===== src/rtl/game_dumper.sv =====
// Streams a loaded NES cartridge back out in iNES file order: regenerated header, PRG, then CHR.
// Define GAMEDUMP_NES20_EN to emit the header in NES 2.0 form instead of plain iNES 1.0.
module game_dumper #(
  parameter logic [24:0] PRG_BASE = 25'h0000000,
  parameter logic [24:0] CHR_BASE = 25'h0200000
) (
  input  logic        clk,
  input  logic        reset,
  input  logic        start,
  input  logic [7:0]  prg_pages,
  input  logic [7:0]  chr_pages,
  input  logic [63:0] mapper_flags,
  output logic [24:0] mem_addr,
  output logic        mem_rd,
  input  logic        mem_ack,
  input  logic [7:0]  mem_data,
  output logic [7:0]  out_data,
  output logic        out_valid,
  input  logic        out_ready,
  output logic        busy,
  output logic        done,
  output logic        error
);

  typedef enum logic [2:0] {S_IDLE, S_HEADER, S_REQ, S_WAIT, S_OUT, S_DONE} state_t;

  state_t      state_q, state_d;
  logic [3:0]  ctr_q, ctr_d;
  logic [7:0]  prgPages_q, prgPages_d, chrPages_q, chrPages_d;
  logic [7:0]  mapper_q, mapper_d;
  logic        mirror_q, mirror_d, fourScreen_q, fourScreen_d, battery_q, battery_d;
  logic [24:0] memAddr_q, memAddr_d, bytesLeft_q, bytesLeft_d;
  logic        memRd_q, memRd_d, outValid_q, outValid_d;
  logic [7:0]  outData_q, outData_d;
  logic        busy_q, busy_d, done_q, done_d, error_q, error_d;
  logic        regionChr_q, regionChr_d;
  logic [7:0]  hdrByte;
  logic        unusedFlags;

`ifdef GAMEDUMP_NES20_EN
  // {prg_nvram, prgram, submapper} captured for the NES 2.0 extension bytes
  logic [11:0] ext_q, ext_d;

  always_ff @(posedge clk) begin
    if (reset) ext_q <= '0;
    else       ext_q <= ext_d;
  end

  always_comb begin
    ext_d = ext_q;
    if (state_q == S_IDLE && start)
      ext_d = {mapper_flags[34:31], mapper_flags[29:26], mapper_flags[20:17]};
  end
`endif

  assign unusedFlags = ^mapper_flags;

  always_comb begin
    hdrByte = 8'h00;
    case (ctr_q)
      4'd0: hdrByte = 8'h4E;
      4'd1: hdrByte = 8'h45;
      4'd2: hdrByte = 8'h53;
      4'd3: hdrByte = 8'h1A;
      4'd4: hdrByte = prgPages_q;
      4'd5: hdrByte = chrPages_q;
      4'd6: hdrByte = {mapper_q[3:0], fourScreen_q, 1'b0, battery_q, mirror_q};
`ifdef GAMEDUMP_NES20_EN
      4'd7:  hdrByte = {mapper_q[7:4], 4'b1000};
      4'd8:  hdrByte = {ext_q[3:0], 4'h0};
      4'd10: hdrByte = ext_q[11:4];
      4'd11: hdrByte = (chrPages_q == 8'd0) ? 8'h07 : 8'h00;
`else
      4'd7: hdrByte = {mapper_q[7:4], 4'h0};
`endif
      default: hdrByte = 8'h00;
    endcase
  end

  always_ff @(posedge clk) begin
    if (reset) begin
      state_q      <= S_IDLE;
      ctr_q        <= '0;
      prgPages_q   <= '0;
      chrPages_q   <= '0;
      mapper_q     <= '0;
      mirror_q     <= 1'b0;
      fourScreen_q <= 1'b0;
      battery_q    <= 1'b0;
      memAddr_q    <= '0;
      bytesLeft_q  <= '0;
      memRd_q      <= 1'b0;
      outValid_q   <= 1'b0;
      outData_q    <= '0;
      busy_q       <= 1'b0;
      done_q       <= 1'b0;
      error_q      <= 1'b0;
      regionChr_q  <= 1'b0;
    end else begin
      state_q      <= state_d;
      ctr_q        <= ctr_d;
      prgPages_q   <= prgPages_d;
      chrPages_q   <= chrPages_d;
      mapper_q     <= mapper_d;
      mirror_q     <= mirror_d;
      fourScreen_q <= fourScreen_d;
      battery_q    <= battery_d;
      memAddr_q    <= memAddr_d;
      bytesLeft_q  <= bytesLeft_d;
      memRd_q      <= memRd_d;
      outValid_q   <= outValid_d;
      outData_q    <= outData_d;
      busy_q       <= busy_d;
      done_q       <= done_d;
      error_q      <= error_d;
      regionChr_q  <= regionChr_d;
    end
  end

  always_comb begin
    state_d      = state_q;
    ctr_d        = ctr_q;
    prgPages_d   = prgPages_q;
    chrPages_d   = chrPages_q;
    mapper_d     = mapper_q;
    mirror_d     = mirror_q;
    fourScreen_d = fourScreen_q;
    battery_d    = battery_q;
    memAddr_d    = memAddr_q;
    bytesLeft_d  = bytesLeft_q;
    memRd_d      = memRd_q;
    outValid_d   = outValid_q;
    outData_d    = outData_q;
    busy_d       = busy_q;
    done_d       = done_q;
    error_d      = error_q;
    regionChr_d  = regionChr_q;
    case (state_q)
      S_IDLE: begin
        if (start) begin
          prgPages_d   = prg_pages;
          chrPages_d   = chr_pages;
          mapper_d     = mapper_flags[7:0];
          mirror_d     = mapper_flags[14];
          fourScreen_d = mapper_flags[16];
          battery_d    = mapper_flags[25];
          done_d       = 1'b0;
          error_d      = 1'b0;
          if (prg_pages == 8'd0) begin
            error_d = 1'b1;
            done_d  = 1'b1;
            state_d = S_DONE;
          end else begin
            busy_d  = 1'b1;
            ctr_d   = 4'd0;
            state_d = S_HEADER;
          end
        end
      end
      S_HEADER: begin
        if (out_ready) begin
          ctr_d = ctr_q + 4'd1;
          if (ctr_q == 4'd15) begin
            memAddr_d   = PRG_BASE;
            bytesLeft_d = {3'b000, prgPages_q, 14'd0};
            regionChr_d = 1'b0;
            state_d     = S_REQ;
          end
        end
      end
      S_REQ: begin
        memRd_d = 1'b1;
        state_d = S_WAIT;
      end
      S_WAIT: begin
        if (mem_ack) begin
          memRd_d    = 1'b0;
          outData_d  = mem_data;
          outValid_d = 1'b1;
          state_d    = S_OUT;
        end
      end
      S_OUT: begin
        // Last byte of PRG rolls over into the CHR region when the cart has CHR ROM
        if (out_ready) begin
          outValid_d  = 1'b0;
          memAddr_d   = memAddr_q + 25'd1;
          bytesLeft_d = bytesLeft_q - 25'd1;
          if (bytesLeft_q != 25'd1) begin
            state_d = S_REQ;
          end else if (!regionChr_q && chrPages_q != 8'd0) begin
            regionChr_d = 1'b1;
            memAddr_d   = CHR_BASE;
            bytesLeft_d = {4'b0000, chrPages_q, 13'd0};
            state_d     = S_REQ;
          end else begin
            state_d = S_DONE;
          end
        end
      end
      S_DONE: begin
        busy_d  = 1'b0;
        done_d  = 1'b1;
        state_d = S_IDLE;
      end
      default: state_d = S_IDLE;
    endcase
  end

  assign mem_addr  = memAddr_q;
  assign mem_rd    = memRd_q;
  assign out_valid = outValid_q | (state_q == S_HEADER);
  assign out_data  = (state_q == S_HEADER) ? hdrByte : outData_q;
  assign busy      = busy_q;
  assign done      = done_q;
  assign error     = error_q;

endmodule

===== config.mk =====
export PLATFORM = sky130hd
export DESIGN_NAME = game_dumper
export DESIGN_NICKNAME = d
export VERILOG_FILES = /design/src/rtl/game_dumper.sv
export SDC_FILE = /design/constraint.sdc
export NUM_CORES = 1
export LEC_CHECK = 0
export BUFFER_PORTS_ARGS = -buffer_cell sky130_fd_sc_hd__buf_2
export CORE_MARGIN = 5
export CORE_UTILIZATION = 55
export CTS_CLUSTER_DIAMETER = 100
export CTS_CLUSTER_SIZE = 40
export DETAILED_ROUTE_END_ITERATION = 7
export GPL_ROUTABILITY_DRIVEN = 1
export GPL_TIMING_DRIVEN = 0
export PLACE_DENSITY_LB_ADDON = 0.08
export SLEW_MARGIN = 20
export SYNTH_ARGS = -nofsm -noshare
export SYNTH_HDL_FRONTEND = slang
export SYNTH_SLANG_ARGS = --single-unit

===== constraint.sdc =====
create_clock -name clk -period 4 [get_ports clk]
set_input_delay 0.8 -clock clk [delete_from_list [all_inputs] [get_ports clk]]
set_output_delay 0.8 -clock clk [all_outputs]
set_load 0.03 [all_outputs]

==> results of run 1 <==
[tightest hold or removal path, cell delays in order (launching register included)]
cell     delay (ns)
dfxtp_1        0.32
nand2_1        0.05
a21oi_1        0.05
[power by group through the flow]
| stage | clock network (mW) | registers (mW) | logic (mW) |
|---|---|---|---|
| 6_report | 0.781 | 1.07 | 0.489 |
| 2_1_floorplan | 0 | 1.09 | 0.336 |
| 3_3_place_gp | 0 | 1.09 | 0.478 |
| 3_5_place_dp | 0 | 1.09 | 0.482 |
| 4_1_cts | 0.782 | 1.07 | 0.485 |
| 5_1_grt | 0.820 | 1.08 | 0.532 |
[registers in the layout, summed over array words and instances (netlist names), 3 cells and up]
| name | flops |
|---|---|
| mem_addr | 25 |
| prgPages_q | 8 |
| outData_q | 8 |
| ctr_q | 4 |
| bytesLeft_q | 25 |
| mapper_q | 8 |
| state_q | 3 |
| chrPages_q | 8 |
[kinds of logic after synthesis]
logic type | count (synthesis) | synth area share [%]
DFF | 98 | 38.6
muxes | 1 | 0.197
buffers and inverters | 46 | 4.36
AOI/OAI and AO/OA | 113 | 15.1
and+or+nand+nor | 299 | 32.1
xor gates and xnor gates | 46 | 7.94
adders and majority gates | 7 | 1.72
[final cells by class]
cell class	count	area share (%)
Timing Repair Buffer	77	6.60
Sequential cell	98	33.6
Clock inverter	6	1.97
Tap cell	111	2.38
Clock buffer	9	2.12
Buffer	39	3.34
Multi-Input combinational cell	466	49.6
Inverter	7	0.450
[placed cells by master (no fill, tap or decap), types with 9 or more instances in the layout]
cell type    n
clkbuf_8     9
nand4_1     11
nor4_2      10
a21oi_1     49
or3_1       10
xor2_1      14
clkbuf_1    21
nor4_1      15
xnor2_1     32
nand3_1     22
nand2_1    101
nor3_1      20
dfxtp_1     98
buf_2       88
nor2_1      70
[worst min path at each step]
| stage | endpoint | depth (start not counted) |
|---|---|---|
| global route | outData_q[2]$_SDFFE_PP0P_ | 2 |
| finish | outData_q[2]$_SDFFE_PP0P_ | 2 |
| global placement | mapper_q[0]$_SDFFE_PP0P_ | 2 |
| detailed placement | outData_q[6]$_SDFFE_PP0P_ | 2 |
| floorplan | mirror_q$_SDFFE_PP0P_ | 2 |
| CTS | outData_q[6]$_SDFFE_PP0P_ | 2 |
[stage by stage]
stage | total power [mW] | instances
6_report | 2.34 | 813
5_1_grt | 2.43 | 813
4_1_cts | 2.34 | 813
3_5_place_dp | 1.57 | 798
3_3_place_gp | 1.57 | 798
2_1_floorplan | 1.43 | 610
[routing by layer]
metal	share of wire [%]	vias to the layer above
met2	48	183
met3	7.3	36
met5	0	-
met4	2.8	0
met1	42	2243
li1	-	2352
==> flow_summary.toml, run 1 <==
[clock_tree]
tritoncts.num_buffers = 9
cts_resized = 0
root_buffer = "clkbuf_8"
cts_tree = "built"
clk_pin_slew_ns = 0.10
clock_latency_ns = 0.37
cts_max_level = 3
hold_buffers = 0
clock_path_buffers = 2
post_cts.repair.setup_buffers = 0
cts_sinks = 98

[synthesis]
netlist_area_um2 = 5080
synth_edf_count = 0
ys_seq_area_share_pct = 38.6
async_flop_share_pct = 0
synth_top_area_cell = "dfxtp_1"
synth.area.top_cells = "dfxtp_1 (39%), nand2_1 (7.5%), xnor2_1 (5.5%), nor2_1 (5.2%), a21oi_1 (4.8%)"
ys_types = 65
yosys-top-cells-count = "nand2_1 (101), dfxtp_1 (98), nor2_1 (70), a21oi_1 (49), xnor2_1 (32)"
ys_ff_latch = 98
yosysMostFrequentCell = "nand2_1"
synth_top_area_share_pct = 38.6
synth_nets = 710
synth_ff_type = "dfxtp_1"
ys_warn_count = 0
synthCells = 610
syn_avg_cell_area_um2 = 8.32

[worst_setup_path]
worstSetupEndpointType = "output pin"
slowest_stage = "a2111oi_0"
timing.rr.end = "bytesLeft_q[18]$_SDFFE_PP0P_"
start_kind = "flop"
rrSetupSlack_ns = 1.65
critical_path_arrival_ns = 2.52
cp.required_ns = 3.20
max_stage_delay_ns = 0.54
path_depth = 6
crit_path_max_fanout = 10
critPathBufInv = 2
ff2ff_path_depth = 8
crit_start = "state_q[2]$_SDFFE_PP0P_"
crit_chain = "clkbuf_1 > nor2_1 > nand2_1 > a2111oi_0 > a21o_1 > buf_2"
r2r_start = "ctr_q[1]$_SDFFE_PP0P_"
crit_end = "out_data[3]"
worstSetupPathType = "reg2out"
cp_top_family = "simple AND/OR/NAND/NOR gates"

[global_route]
grt_use_met1_pct = 29.2
grt_pass1_vias = 4582
gr-usage-all-layers_pct = 24.4
grtUsageMet2_pct = 42.8
grt_max_degree = 17
grt.busiest_layer = "met2"
grt_pass1_wl_um = 22200
antenna_found_initial = 0
overflow = 0
grt.met3_usage_pct = 4.31

[timing]
period_minus_slack_ns = 3.32
hold_slack_ns = 0.463
slew_headroom_pct = 53.1
worst_clock_skew_ns = 0.0114
fin_crit_sh_pct = 83.1
setup_viol = 0
drv_slew = 0
fin_setup_tns_ns = 0
hold_violations = 0
setup_ws_ns = 0.676
clock.fmax_ghz = 0.301
worst_pin_slew_ns = 0.701
rsz0062_at_grt = "no"

[worst_hold_path]
hp-class = "reg2reg"
worstHoldStart = "outData_q[2]$_SDFFE_PP0P_"

[pwr]
vdd_drop_max_v = 0.000245
p_switching_uw = 735
p_leak_nw = 2.29
p_int_mw = 1.60
combPwrFrac_pct = 20.9
seq_power_share_pct = 45.8
p_per_area_nw_per_um2 = 401
swShare_pct = 31.4
pwr-share-clk_pct = 33.4

[placement]
place_area_um2 = 5600
hpwl_um = 10200
port_buffers = 77
dp_slack_ns = 1.10
gp_congestion = 0.913

[layout]
nFillCells = 840
multi_input_area_um2 = 2890
final_nets = 798
finalInstanceArea_um2 = 5840
ff_latch_area_um2 = 1960
utilization_pct = 64.1
layout-drive-gt1-share_pct = 20.2
insertedDiodeCount = 0
areaGrowthSynthToFinish_pct = 15.0

[routing]
ant_nets = 0
drt_first_pass_iters = 5
wl_um = 14100
vias = 4814
via_per_inst = 5.92
initialDrtViolationCount = 285
wire_per_inst_um = 17.3
drcViolationCount = 0

[floorplanning]
num_rows = 35
die_x_um = 106
ios = 131
die_y_um = 106
dieArea_um2 = 11300
fp.coreArea_um2 = 9110
start_util_pct = 55.7

[job]
cap_violations = 0

[status]
status = "finished, final reports clean"
Power figures use the tool's default switching activity.
==> inputs of run 2 (changes only) <==
Settings changed: CORE_UTILIZATION 55 to 48.
Clock period 4 ns to 2.85 ns, I/O delays scaled along.
==> run 2 against run 1 <==
Net effect: combinational power grew 45%; first-iteration DRC count grew 15%; final cell count increased by 2.7%; critical path type unchanged; count of clock-buffer cells in the layout increased by 2; via count is 0.79% lower; sequential share of layout area fell by 0.21 points; final area is 0.62% higher; critical path depth is 1 higher.
==> flow_summary.toml, run 2 (same netlist as run 1, synthesis figures left out) <==
[status]
status = "finished, final reports clean"

[pwr]
vdd_drop_max_v = 0.000339
pwr-share-clk_pct = 31.0
p_switching_mw = 1.01
total_power_mw = 3.21
p_int_mw = 2.19
p_leak_nw = 2.30
swShare_pct = 31.6
seq_power_share_pct = 46.9
combPwrFrac_pct = 22.1
p_per_area_nw_per_um2 = 545

[floorplanning]
fp.coreArea_um2 = 10300
die_y_um = 113
num_rows = 37
die_x_um = 113
start_util_pct = 49.2
dieArea_um2 = 12700
ios = 131

[worst_setup_path]
worstSetupPathType = "reg2out"
worstSetupEndpointType = "output pin"
crit_path_max_fanout = 10
critical_path_arrival_ns = 2.14
r2r_start = "ctr_q[1]$_SDFFE_PP0P_"
crit_start = "ctr_q[0]$_SDFFE_PP0P_"
cp.required_ns = 2.28
start_kind = "flop"

[clock_tree]
clk_pin_slew_ns = 0.09
post_cts.repair.setup_buffers = 0
cts_max_level = 3
root_buffer = "clkbuf_8"
clock_path_buffers = 2
cts_sinks = 98
hold_buffers = 0
tritoncts.num_buffers = 9
cts_tree = "built"
clock_latency_ns = 0.38

[placement]
hpwl_um = 10400
port_buffers = 77
placed_cells = 823
gp_congestion = 0.854
dp_slack_ns = 0.111

[timing]
worst_clock_skew_ns = 0.0110
rsz0062_at_grt = "no"
setup_viol = 0
setup_ws_ns = 0.140
worst_pin_slew_ns = 0.720
drv_slew = 0
period_minus_slack_ns = 2.71
slew_headroom_pct = 51.8
fin_setup_tns_ns = 0
fin_crit_sh_pct = 95.1
clock.fmax_ghz = 0.369
hold_violations = 0

[routing]
drcViolationCount = 0
initialDrtViolationCount = 327
ant_nets = 0
wl_um = 14200
drt_first_pass_iters = 6
via_per_inst = 5.72
wire_per_inst_um = 17.0
vias = 4776

[worst_hold_path]
worstHoldStart = "mapper_flags[4]"
hp-class = "in2reg"

[global_route]
grt_pass1_vias = 4504
antenna_found_initial = 0
grt_pass1_wl_um = 22800
overflow = 0
gr-usage-all-layers_pct = 22.2
grt_max_degree = 19

[layout]
areaGrowthSynthToFinish_pct = 15.7
final_cell_mix = "nand2_1 (100), dfxtp_1 (98), buf_2 (85)"
instances_no_fill = 835
nFillCells = 1006
final_nets = 796
insertedDiodeCount = 0
layout-drive-gt1-share_pct = 21.5
layout_commonest_cell = "nand2_1"

[job]
cap_violations = 0
## run 2: critical path, cell delays in order, from the launching register on
cell,delay [ns]
dfxtp_1,0.34
inv_1,0.14
ha_1,0.22
clkbuf_4,0.22
a222oi_1,0.11
a2111oi_2,0.43
a21o_1,0.12
buf_2,0.19
## run 2: final timing paths
kind | endpoint | depth (start not counted) | slack [ns]
worst max-delay path | out_data[3] | 7 | 0.14
worst min-delay path | mapper_q[4]$_SDFFE_PP0P_ | 3 | 0.42
worst max register to register | bytesLeft_q[18]$_SDFFE_PP0P_ | 8 | 0.48
worst min register to register | mirror_q$_SDFFE_PP0P_ | 2 | 0.46
## run 2: power by group through the flow
| stage | combinational, mW | sequential (mW) | clock (mW) |
|---|---|---|---|
| 2_1_floorplan | 0.472 | 1.53 | 0 |
| 3_3_place_gp | 0.674 | 1.53 | 0 |
| 3_5_place_dp | 0.680 | 1.53 | 0 |
| 4_1_cts | 0.688 | 1.50 | 1.01 |
| 5_1_grt | 0.782 | 1.51 | 1.07 |
| 6_report | 0.709 | 1.50 | 0.994 |
## run 2: final cells by class
class | count | area (um2) | area share, %
inverters | 7 | 26.3 | 0.447
multi-input cells | 466 | 2920 | 49.8
well taps | 136 | 170 | 2.90
clock inverters | 3 | 65.1 | 1.11
repair buffers | 77 | 393 | 6.69
plain buffers | 37 | 195 | 3.32
clock buffers | 11 | 141 | 2.41
flip-flops and latches | 98 | 1960 | 33.4
## run 2: through the flow
stage          cell area, um2  hold slack, ns  util, %
2_1_floorplan            5080           0.433        -
3_3_place_gp             5630           0.444     54.6
3_5_place_dp             5630           0.446     54.6
4_1_cts                  5850           0.408     56.6
5_1_grt                  5880           0.416     56.9
6_report                 5880           0.418     56.9
## run 2: timing repair
item                       in CTS  in global routing
setup endpoints to repair       8                  7
gates resized for setup         7                 11
pin swaps                       0                  0
## run 2: layer usage
layer	part of all wire (%)	track usage [%]	up-vias
li1	-	-	2340
met1	43	27.8	2262
met3	6.0	3.90	26
met4	2.8	9.62	0
met5	0	0	-
met2	48	37.6	148
